===== config.mk =====
export PLATFORM = sky130hd
export DESIGN_NAME = disp7seg_mux
export DESIGN_NICKNAME = d
export VERILOG_FILES = /design/src/rtl/disp7seg_mux.sv
export SDC_FILE = /design/constraint.sdc
export NUM_CORES = 1
export LEC_CHECK = 0
export CORE_ASPECT_RATIO = 0.9
export CORE_UTILIZATION = 25
export DETAILED_ROUTE_END_ITERATION = 7
export PLACE_DENSITY = 0.43
export SYNTH_ARGS = -nofsm -noshare
export SYNTH_HDL_FRONTEND = slang
export SYNTH_SLANG_ARGS = --single-unit

===== constraint.sdc =====
create_clock -name clk -period 3.3 [get_ports clk]
set_input_delay 0.66 -clock clk [delete_from_list [all_inputs] [get_ports clk]]
set_output_delay 0.66 -clock clk [all_outputs]
set_load 0.01 [all_outputs]

===== src/rtl/disp7seg_mux.sv =====
// ---------------------------------------------------------------------------
// disp7seg_mux
//
// Time-multiplexed driver for an NDIG-digit seven-segment display. A free
// running prescaler, advanced only while en=1, produces a scan tick every
// 2^DIVW enabled cycles. On each tick the digit index advances and the
// segment pattern and one-hot anode select for the new digit are registered.
// Display data is captured into shadow registers on load and only reaches
// the segments at a tick, so a digit never changes while it is lit.
//
// Parameters
//   NDIG        number of digits (2..8)
//   DIVW        prescaler width; scan tick every 2^DIVW enabled cycles
//   HEX         0: codes 10..15 show "-"; 1: codes 10..15 show A,b,C,d,E,F
//   ACTIVE_LOW  1: seg and an are inverted at the output
//
// Ports
//   clk       clock, rising edge
//   reset     synchronous, active-high
//   en        scan enable; when low the display is dark and the scan holds
//   load      capture din/dp_in into the shadow registers on this edge
//   din       digit codes, digit i = din[4i+3:4i], digit 0 least significant
//   dp_in     decimal point per digit
//   blank_lz  leading-zero blanking enable
//   seg       {dp,g,f,e,d,c,b,a}, registered
//   an        one-hot digit select, registered
//   frame     one-cycle pulse after the scan wraps to digit 0, registered
// ---------------------------------------------------------------------------
module disp7seg_mux #(
    parameter int NDIG       = 4,
    parameter int DIVW       = 16,
    parameter bit HEX        = 1'b0,
    parameter bit ACTIVE_LOW = 1'b0
) (
    input  logic              clk,
    input  logic              reset,
    input  logic              en,
    input  logic              load,
    input  logic [4*NDIG-1:0] din,
    input  logic [NDIG-1:0]   dp_in,
    input  logic              blank_lz,
    output logic [7:0]        seg,
    output logic [NDIG-1:0]   an,
    output logic              frame
);

    localparam int IW = (NDIG > 1) ? $clog2(NDIG) : 1;

    // Output levels meaning "segments off" and "no digit selected".
    localparam logic [7:0]      SEG_OFF = {8{ACTIVE_LOW}};
    localparam logic [NDIG-1:0] AN_OFF  = {NDIG{ACTIVE_LOW}};

    logic [DIVW-1:0]   presc_q;
    logic [IW-1:0]     idx_q;
    logic [4*NDIG-1:0] din_q;
    logic [NDIG-1:0]   dp_q;
    logic [7:0]        seg_q;
    logic [NDIG-1:0]   an_q;
    logic              frame_q;

    logic              tick;
    logic [IW-1:0]     idx_nxt;
    logic [3:0]        code_nxt;
    logic [NDIG-1:0]   lead_zero;
    logic              blank_nxt;
    logic [7:0]        seg_d;
    logic [NDIG-1:0]   an_d;

    // Segment pattern {g,f,e,d,c,b,a} for one digit code, active-high.
    function automatic logic [6:0] glyph(input logic [3:0] code);
        logic [6:0] g;
        g = 7'h40;
        case (code)
            4'd0:  g = 7'h3F;
            4'd1:  g = 7'h06;
            4'd2:  g = 7'h5B;
            4'd3:  g = 7'h4F;
            4'd4:  g = 7'h66;
            4'd5:  g = 7'h6D;
            4'd6:  g = 7'h7D;
            4'd7:  g = 7'h07;
            4'd8:  g = 7'h7F;
            4'd9:  g = 7'h67;
            4'd10: g = HEX ? 7'h77 : 7'h40;
            4'd11: g = HEX ? 7'h7C : 7'h40;
            4'd12: g = HEX ? 7'h39 : 7'h40;
            4'd13: g = HEX ? 7'h5E : 7'h40;
            4'd14: g = HEX ? 7'h79 : 7'h40;
            default: g = HEX ? 7'h71 : 7'h40;
        endcase
        return g;
    endfunction

    // NOTE: every variable assigned here gets a value on every path first,
    // otherwise synthesis infers a latch to hold the old value.
    always_comb begin
        tick    = en && (presc_q == '1);
        idx_nxt = (idx_q == IW'(NDIG - 1)) ? '0 : idx_q + 1'b1;

        // lead_zero[i] is set when digit i and every digit above it are 0.
        lead_zero[NDIG-1] = (din_q[4*(NDIG-1) +: 4] == 4'd0);
        for (int i = NDIG - 2; i >= 0; i--) begin
            lead_zero[i] = lead_zero[i+1] && (din_q[4*i +: 4] == 4'd0);
        end

        // The shadow registers are read here, so a load on the tick edge
        // cannot reach the digit being lit on that same edge.
        code_nxt  = din_q[{idx_nxt, 2'b00} +: 4];
        blank_nxt = blank_lz && (idx_nxt != '0) && lead_zero[idx_nxt];
        seg_d     = {dp_q[idx_nxt], blank_nxt ? 7'h00 : glyph(code_nxt)} ^ SEG_OFF;
        an_d      = (NDIG'(1) << idx_nxt) ^ AN_OFF;
    end

    // NOTE: state is updated with non-blocking assignments so every register
    // samples the pre-edge values, independent of statement order.
    always_ff @(posedge clk) begin
        if (reset) begin
            // NOTE: the shadow data is reset too, so the first frame after
            // reset shows zeros rather than whatever was left behind.
            presc_q <= '0;
            idx_q   <= '0;
            din_q   <= '0;
            dp_q    <= '0;
            seg_q   <= SEG_OFF;
            an_q    <= AN_OFF;
            frame_q <= 1'b0;
        end else begin
            if (load) begin
                din_q <= din;
                dp_q  <= dp_in;
            end

            frame_q <= 1'b0;
            if (!en) begin
                // Dark display; prescaler and index hold so the scan
                // resumes where it stopped.
                seg_q <= SEG_OFF;
                an_q  <= AN_OFF;
            end else begin
                presc_q <= presc_q + 1'b1;
                if (tick) begin
                    idx_q   <= idx_nxt;
                    seg_q   <= seg_d;
                    an_q    <= an_d;
                    frame_q <= (idx_nxt == '0);
                end
            end
        end
    end

    assign seg   = seg_q;
    assign an    = an_q;
    assign frame = frame_q;

endmodule


==> results of run 1 <==
power breakdown:
| group | leakage (uW) | internal, uW | switching [uW] | total, uW |
|---|---|---|---|---|
| logic | 0.000712 | 64.9 | 56.8 | 122 |
| registers | 0.000415 | 632 | 16.0 | 648 |
| clock network | 0.0000412 | 149 | 207 | 356 |
how the worst min path moves through the flow:
| stage | start | cells past startpoint | endpoint |
|---|---|---|---|
| 2_1_floorplan | dp_q[1] | 2 | dp_q[1] |
| 3_3_place_gp | an[1] | 2 | an[1] |
| 3_5_place_dp | an[3] | 2 | an[3] |
| 4_1_cts | an[3] | 2 | an[3] |
| 5_1_grt | seg[1] | 2 | seg[1] |
| 6_report | an[2] | 2 | an[2] |
per-layer routing:
layer,up-vias,share of wire,global-route usage
li1,939,-,-
met4,0,0.017,0.0440
met5,-,0,0
met3,7,0.038,0.0260
met1,839,0.54,0.162
met2,38,0.41,0.181
cells in the mapped netlist (5+ instances only):
cell type   n  area, um2
ha_1       10        125
dfxtp_1    51       1020
nand3_1     5       25.0
clkbuf_1    7       26.3
xor2_1     10       87.6
nand4_1     5       31.3
a21oi_1    10       50.1
nand2_1    25       93.8
nor2_1     38        143
inv_1       5       18.8
mux2i_1    26        260
metrics by stage:
stage          cells  instance area, um2  total power, uW  worst slack (ns)
2_1_floorplan    251                2430              734             0.899
3_3_place_gp     401                2910              786             0.785
3_5_place_dp     401                2910              785             0.732
4_1_cts          409                3000             1150             0.873
5_1_grt          409                3000             1190             0.712
6_report         409                3000             1130             0.897
final cells by class:
class | instances | area (um2)
inverter | 5 | 18.8
sequential | 51 | 1020
tap | 122 | 153
multi-input combinational | 182 | 1320
fill | 989 | 6290
clock inverter | 2 | 12.5
timing repair buffer | 41 | 400
clock buffer | 6 | 72.6
worst reg2reg max path, delay by kind of cell, from the launching register on:
kind | cells | cell delay (ns)
AO/OA/AOI/OAI | 2 | 0.46
buffers and inverters | 2 | 0.22
adder cells (fa/ha/maj) | 2 | 0.59
flip-flops | 1 | 0.38
multiplexers | 1 | 0.59
AND/OR/NAND/NOR | 1 | 0.05
flip-flops by register name, indices dropped and copies added (netlist names):
register  flops
presc_q      16
seg           8
an            4
frame         1
din_q        16
idx_q         2
dp_q          4
cell families after synthesis:
group	count (synthesis)
AND/OR/NAND/NOR	96
flip-flops	51
multiplexers	32
AO/OA/AOI/OAI	30
buffers and inverters	18
XOR/XNOR	14
adder cells (fa/ha/maj)	10
==> flow_summary.yaml, run 1 <==
floorplan:
  dieArea_um2: 10100
  die_w_um: 106
  io_pins: 38
  die_h_um: 95.5
  rows: 33
  coreArea_um2: 9290
  start_util: 0.262
global_routing:
  grt_max_degree: 39
  grt_pass1_wl_um: 9170
  overflow: 0
  grt_usage: 0.118
  antenna_found_initial: 0
  grt_pass1_vias: 1813
run_status:
  outcome: "finished clean"
synthesis:
  synth_xor_area_frac: 0.0505
  synth-main-ff-cell: "dfxtp_1"
  ys_seq_area_frac: 0.420
  synth.distinct_cells: 47
  synth_top_family_by_area: "simple AND/OR/NAND/NOR gates"
  yosysWarnings: 0
  yosys.area_share.adder: 0.0515
  synthSimpleGateAreaFrac: 0.192
  synthMuxAreaShare: 0.154
  synth-compound-area-share: 0.0958
  syn_inst: 251
  syn_avg_cell_area_um2: 9.68
  syn-cell-area_um2: 2430
  synth_edf_count: 0
  synth_seq_cells: 51
  synth_nets: 286
  async_reset_ff_frac: 0
flow_run:
  maxCapViolCount: 0
timing:
  rsz0062_at_grt: "false"
  final_hold_viol_count: 0
  timing.final.crit_share: 0.728
  skew_ns: 0.00829
  min_period_ns: 2.40
  hold_slack_ns: 0.452
  max-slew-margin-rel: 0.597
  setup_tns_ns: 0
  tightest_slew_ns: 0.603
  report.final.slew_viol_count: 0
  setup_viol: 0
  timing.fmax_mhz: 416
cells_and_area:
  nets: 321
  mostFrequentLayoutCells: "dfxtp_1, nor2_1, clkdlybuf4s50_1"
  n_antenna_cell: 0
  layout.cells.most_common: "dfxtp_1"
  postLayoutCoreUtil: 0.323
  drive_gt1_frac: 0.0976
  area_growth_pct: 23.4
clock_tree:
  root_buffer: "clkbuf_8"
  cts_tree: "yes"
  worstSkewPairLatency_ns: 0.30
  htreeDepth: 2
  numCtsBuffers: 5
  ctsHoldBuffers: 0
  cts-resized-gates: 0
  cts_sinks: 51
  clk_pin_slew_ns: 0.09
  post-cts-setup-buffers: 0
  cts.path.max_buffers: 2
critical_path:
  path_depth: 8
  cp.arrival_ns: 2.60
  critPathRequiredTime_ns: 3.50
  slowest_stage: "mux4_2"
  path_class: "flip-flop to flip-flop"
  rr_endpoint: "seg[3]"
  path_cells: "inv_1, ha_1, mux4_2, inv_1, ha_1, nand2_1, a32o_1, a32o_1"
  cp_slowest_stage_delay_ns: 0.59
  reg2reg_depth: 8
  cp_num_buf_inv: 2
  r2r_start: "idx_q[1]"
  critical_path.top_delay_family: "adder cells"
  crit_start: "idx_q[1]"
  crit_path_end_kind: "flip-flop"
  rrSetupSlack_ns: 0.90
  critical_path.endpoint: "seg[3]"
  startpoint_type: "flip-flop"
  critPathMaxFanout: 5
placement:
  port_buffers: 37
  dp_hpwl_um: 4010
  routabilityCongestion: 0.722
route:
  vias: 1823
  dr.pass1.iters: 4
  vias_per_cell: 4.46
  route.detailed.drc: 0
  antenna_left: 0
  wire_per_inst_um: 13.4
  drtIter0Drc: 39
  drt_wl_total_um: 5500
power_and_ir_drop:
  p_per_area_nw_per_um2: 375
  ir_drop_v: 0.000151
  leakagePower_uw: 0.00117
worst_hold_path:
  worst_hold_path_type: "flip-flop to flip-flop"
Power figures use the tool's default switching activity.
==> inputs of run 2 (changes only) <==
Clock period 3.3 ns to 2.3 ns, I/O delays scaled along.
==> flow_summary.yaml, run 2 (synthesis results as in run 1) <==
timing:
  hold_slack_ns: 0.456
  setup_tns_ns: 0
  tightest_slew_ns: 0.354
  timing.fmax_mhz: 455
  timing.final.crit_share: 0.956
  rsz0062_at_grt: "false"
  min_period_ns: 2.20
  report.final.slew_viol_count: 0
  max-slew-margin-rel: 0.764
  skew_ns: 0.00870
  final_hold_viol_count: 0
  setup_viol: 0
floorplan:
  die_w_um: 106
  dieArea_um2: 10100
  io_pins: 38
  start_util: 0.262
  die_h_um: 95.5
  rows: 33
  coreArea_um2: 9290
cells_and_area:
  fillers: 973
  drive_gt1_frac: 0.158
  area_growth_pct: 29.1
  mostFrequentLayoutCells: "dfxtp_1, nor2_1, clkdlybuf4s50_1"
  design_area_um2: 3140
  nets: 337
  n_antenna_cell: 0
  layout.cells.most_common: "dfxtp_1"
power_and_ir_drop:
  leakagePower_uw: 0.00125
  ir_drop_v: 0.000281
  p_per_area_nw_per_um2: 522
critical_path:
  startpoint_type: "flip-flop"
  crit_path_end_kind: "flip-flop"
  rr_endpoint: "seg[3]"
  reg2reg_depth: 8
  r2r_start: "idx_q[0]"
  rrSetupSlack_ns: 0.10
  critPathRequiredTime_ns: 2.51
  cp.arrival_ns: 2.41
  path_class: "flip-flop to flip-flop"
  critPathMaxFanout: 8
global_routing:
  overflow: 0
  grt_max_degree: 34
  grt_pass1_wl_um: 9110
  grt_usage: 0.116
  grt_pass1_vias: 1894
  antenna_found_initial: 0
placement:
  placed_area_um2: 3040
  port_buffers: 37
  routabilityCongestion: 0.756
  dp_hpwl_um: 4200
clock_tree:
  numCtsBuffers: 5
  worstSkewPairLatency_ns: 0.31
  cts_sinks: 51
  ctsHoldBuffers: 0
  root_buffer: "clkbuf_8"
  cts_tree: "yes"
  cts.path.max_buffers: 2
  clk_pin_slew_ns: 0.10
  htreeDepth: 2
route:
  drtIter0Drc: 59
  wire_per_inst_um: 12.8
  vias_per_cell: 4.33
  dr.pass1.iters: 4
  antenna_left: 0
  drt_wl_total_um: 5430
  vias: 1841
  route.detailed.drc: 0
worst_hold_path:
  worst_hold_path_type: "flip-flop to flip-flop"
  hold_end: "an[2]"
  holdPathStages: 2
  min-delay-start: "an[2]"
run_status:
  outcome: "finished clean"
flow_run:
  maxCapViolCount: 0
run 2: cell types whose count changed in the layout (fill, tap and decap cells not counted), sizes merged:
| cell | delta |
|---|---|
| clkinvlp | +1 |
| buf | +16 |
| clkbuf | -1 |
run 2: critical path, cell delays in order, from the launching register on:
cell,delay (ns)
dfxtp_2,0.35
inv_1,0.07
ha_4,0.34
mux4_2,0.57
inv_2,0.11
ha_1,0.16
nand2_1,0.05
a32o_1,0.25
a32o_1,0.20
run 2: worst max-delay path by stage:
stage	slack, ns	startpoint	to
final	0.10	idx_q[0]	seg[3]
after global routing	0.01	idx_q[0]	seg[3]
after CTS	0.05	idx_q[0]	seg[3]
after detailed placement	0.06	idx_q[1]	seg[3]
after global placement	0.13	idx_q[0]	seg[3]
after floorplan	0.02	idx_q[0]	seg[3]
run 2: layout make-up:
cell class                 count  area [um2]  area share
clock buffer                   5        68.8      0.0219
inverter                       5        18.8     0.00598
tap                          122         153      0.0487
clock inverter                 3        20.0     0.00638
multi-input combinational    182        1330       0.425
timing repair buffer          57         520       0.166
sequential                    51        1020       0.326
run 2: power breakdown:
group / total [uW] / internal [uW] / leakage, uW / switching, uW
combinational: 184 / 101 / 0.000792 / 82.5
sequential: 929 / 907 / 0.000416 / 22.0
clock: 525 / 212 / 0.0000402 / 313
run 2: metal layers:
| layer | share of wire | global-route usage | wire, um | up-vias |
|---|---|---|---|---|
| li1 | - | - | - | 975 |
| met1 | 0.50 | 0.147 | 2740 | 827 |
| met2 | 0.44 | 0.196 | 2400 | 32 |
| met3 | 0.039 | 0.0253 | 212 | 7 |
| met4 | 0.013 | 0.0417 | 73 | 0 |
| met5 | 0 | 0 | 0 | - |
run 2: stage by stage:
| step | power (uW) | utilization | cells | setup slack, ns |
|---|---|---|---|---|
| global placement | 1130 | 0.327 | 416 | 0.125 |
| global route | 1730 | 0.338 | 425 | 0.00961 |
| finish | 1640 | 0.338 | 425 | 0.100 |
| floorplan | 1050 | - | 251 | 0.0242 |
| detailed placement | 1130 | 0.327 | 416 | 0.0636 |
| CTS | 1670 | 0.337 | 424 | 0.0492 |
run 2: timing repair:
action                     4_1_cts  5_1_grt
setup buffers                    0        1
gates resized for setup          0        1
setup endpoints to repair        0        2
==> inputs of run 3 (changes only) <==
Clock period 2.3 ns to 2.8 ns, I/O delays scaled along.
==> flow_summary.yaml, run 3 (synthesis results as in run 1) <==
power_and_ir_drop:
  leakagePower_uw: 0.00118
  p_per_area_nw_per_um2: 446
  ir_drop_v: 0.000178
clock_tree:
  numCtsBuffers: 5
  htreeDepth: 2
  cts_sinks: 51
  cts.path.max_buffers: 2
  ctsHoldBuffers: 0
  worstSkewPairLatency_ns: 0.30
  clk_pin_slew_ns: 0.09
  cts-resized-gates: 0
  root_buffer: "clkbuf_8"
  post-cts-setup-buffers: 0
  cts_tree: "yes"
critical_path:
  critPathRequiredTime_ns: 3.00
  path_class: "flip-flop to flip-flop"
  path_cells: "inv_1, ha_1, mux4_2, inv_1, ha_1, nand2_1, a32o_1, a32o_1"
  rr_endpoint: "seg[3]"
  cp.arrival_ns: 2.61
  crit_path_end_kind: "flip-flop"
  rrSetupSlack_ns: 0.40
  critPathMaxFanout: 6
  cp_slowest_stage_delay_ns: 0.58
  r2r_start: "idx_q[1]"
  slowest_stage: "mux4_2"
  startpoint_type: "flip-flop"
  reg2reg_depth: 8
run_status:
  outcome: "finished clean"
worst_hold_path:
  worst_hold_path_type: "flip-flop to flip-flop"
  holdPathStages: 2
  hold_end: "an[1]"
  min-delay-start: "an[1]"
timing:
  min_period_ns: 2.40
  timing.final.crit_share: 0.858
  setup_tns_ns: 0
  setup_viol: 0
  worst_slack_ns: 0.398
  max-slew-margin-rel: 0.577
  tightest_slew_ns: 0.633
  report.final.slew_viol_count: 0
  final_hold_viol_count: 0
  skew_ns: 0.0103
  timing.fmax_mhz: 416
  rsz0062_at_grt: "false"
flow_run:
  maxCapViolCount: 0
global_routing:
  grt_usage: 0.113
  overflow: 0
  antenna_found_initial: 0
  grt_pass1_wl_um: 8850
  grt_max_degree: 39
  grt_pass1_vias: 1728
route:
  drtIter0Drc: 70
  vias: 1775
  dr.pass1.iters: 4
  route.detailed.drc: 0
  wire_per_inst_um: 13.0
  antenna_left: 0
  vias_per_cell: 4.34
  drt_wl_total_um: 5300
placement:
  dp_hpwl_um: 3980
  post-place-ws_ns: 0.387
  dpl.cell_count: 402
  routabilityCongestion: 0.718
  port_buffers: 37
floorplan:
  start_util: 0.262
  rows: 33
  dieArea_um2: 10100
  die_w_um: 106
  io_pins: 38
  coreArea_um2: 9290
  die_h_um: 95.5
cells_and_area:
  n_antenna_cell: 0
  multiInputGateArea_um2: 1320
  layout.cells.most_common: "dfxtp_1"
  area_growth_pct: 23.8
  fillers: 978
  regArea_um2: 1020
  nets: 322
  mostFrequentLayoutCells: "dfxtp_1, nor2_1, clkdlybuf4s50_1"
  drive_gt1_frac: 0.101
  fin_cells: 409
-- run 3: cell count changes in the layout (fill, tap and decap cells not counted), sizes merged --
cell / change
buf: -15
clkbuf: +1
clkinvlp: -2
-- run 3: routing by layer --
metal | track usage | routed length (um) | vias up
met3 | 0.0260 | 194 | 5
met5 | 0 | 0 | -
met2 | 0.168 | 2100 | 33
li1 | - | - | 945
met1 | 0.161 | 2940 | 792
met4 | 0.0347 | 60 | 0
-- run 3: final cells by class --
class / count / area share
inverter: 5 / 0.00624
timing repair buffer: 42 / 0.136
clock inverter: 1 / 0.00166
clock buffer: 6 / 0.0274
sequential: 51 / 0.339
multi-input combinational: 182 / 0.439
tap: 122 / 0.0507
-- run 3: report_power, final --
group	internal (uW)	total [uW]	switching, uW
logic	77.6	145	67.0
registers	745	763	17.8
clock network	195	434	239
total	1020	1340	324
-- run 3: worst max-delay path by stage --
stage                     slack, ns  cells after the start      from      to
after floorplan                0.40                     11  idx_q[0]  seg[3]
after global placement         0.46                      8  idx_q[1]  seg[3]
after detailed placement       0.39                      6        en  seg[5]
after CTS                      0.37                      8  idx_q[1]  seg[3]
after global routing           0.28                      7  idx_q[1]  seg[5]
final                          0.40                      8  idx_q[1]  seg[3]
-- run 3: worst max-delay path: cells and delay by family, from the launching register on --
kind | cells | cell delay (ns)
buf+inv | 2 | 0.22
compound gates | 2 | 0.45
mux | 1 | 0.58
flops | 1 | 0.38
fa+ha+maj | 2 | 0.61
simple gates | 1 | 0.05
-- run 3: per-stage QoR --
stage	hold slack, ns	total power, uW	cell area [um2]	util
2_1_floorplan	0.451	865	2430	-
3_3_place_gp	0.448	926	2920	0.314
3_5_place_dp	0.447	927	2920	0.314
4_1_cts	0.459	1360	3010	0.324
5_1_grt	0.483	1400	3010	0.324
6_report	0.455	1340	3010	0.324
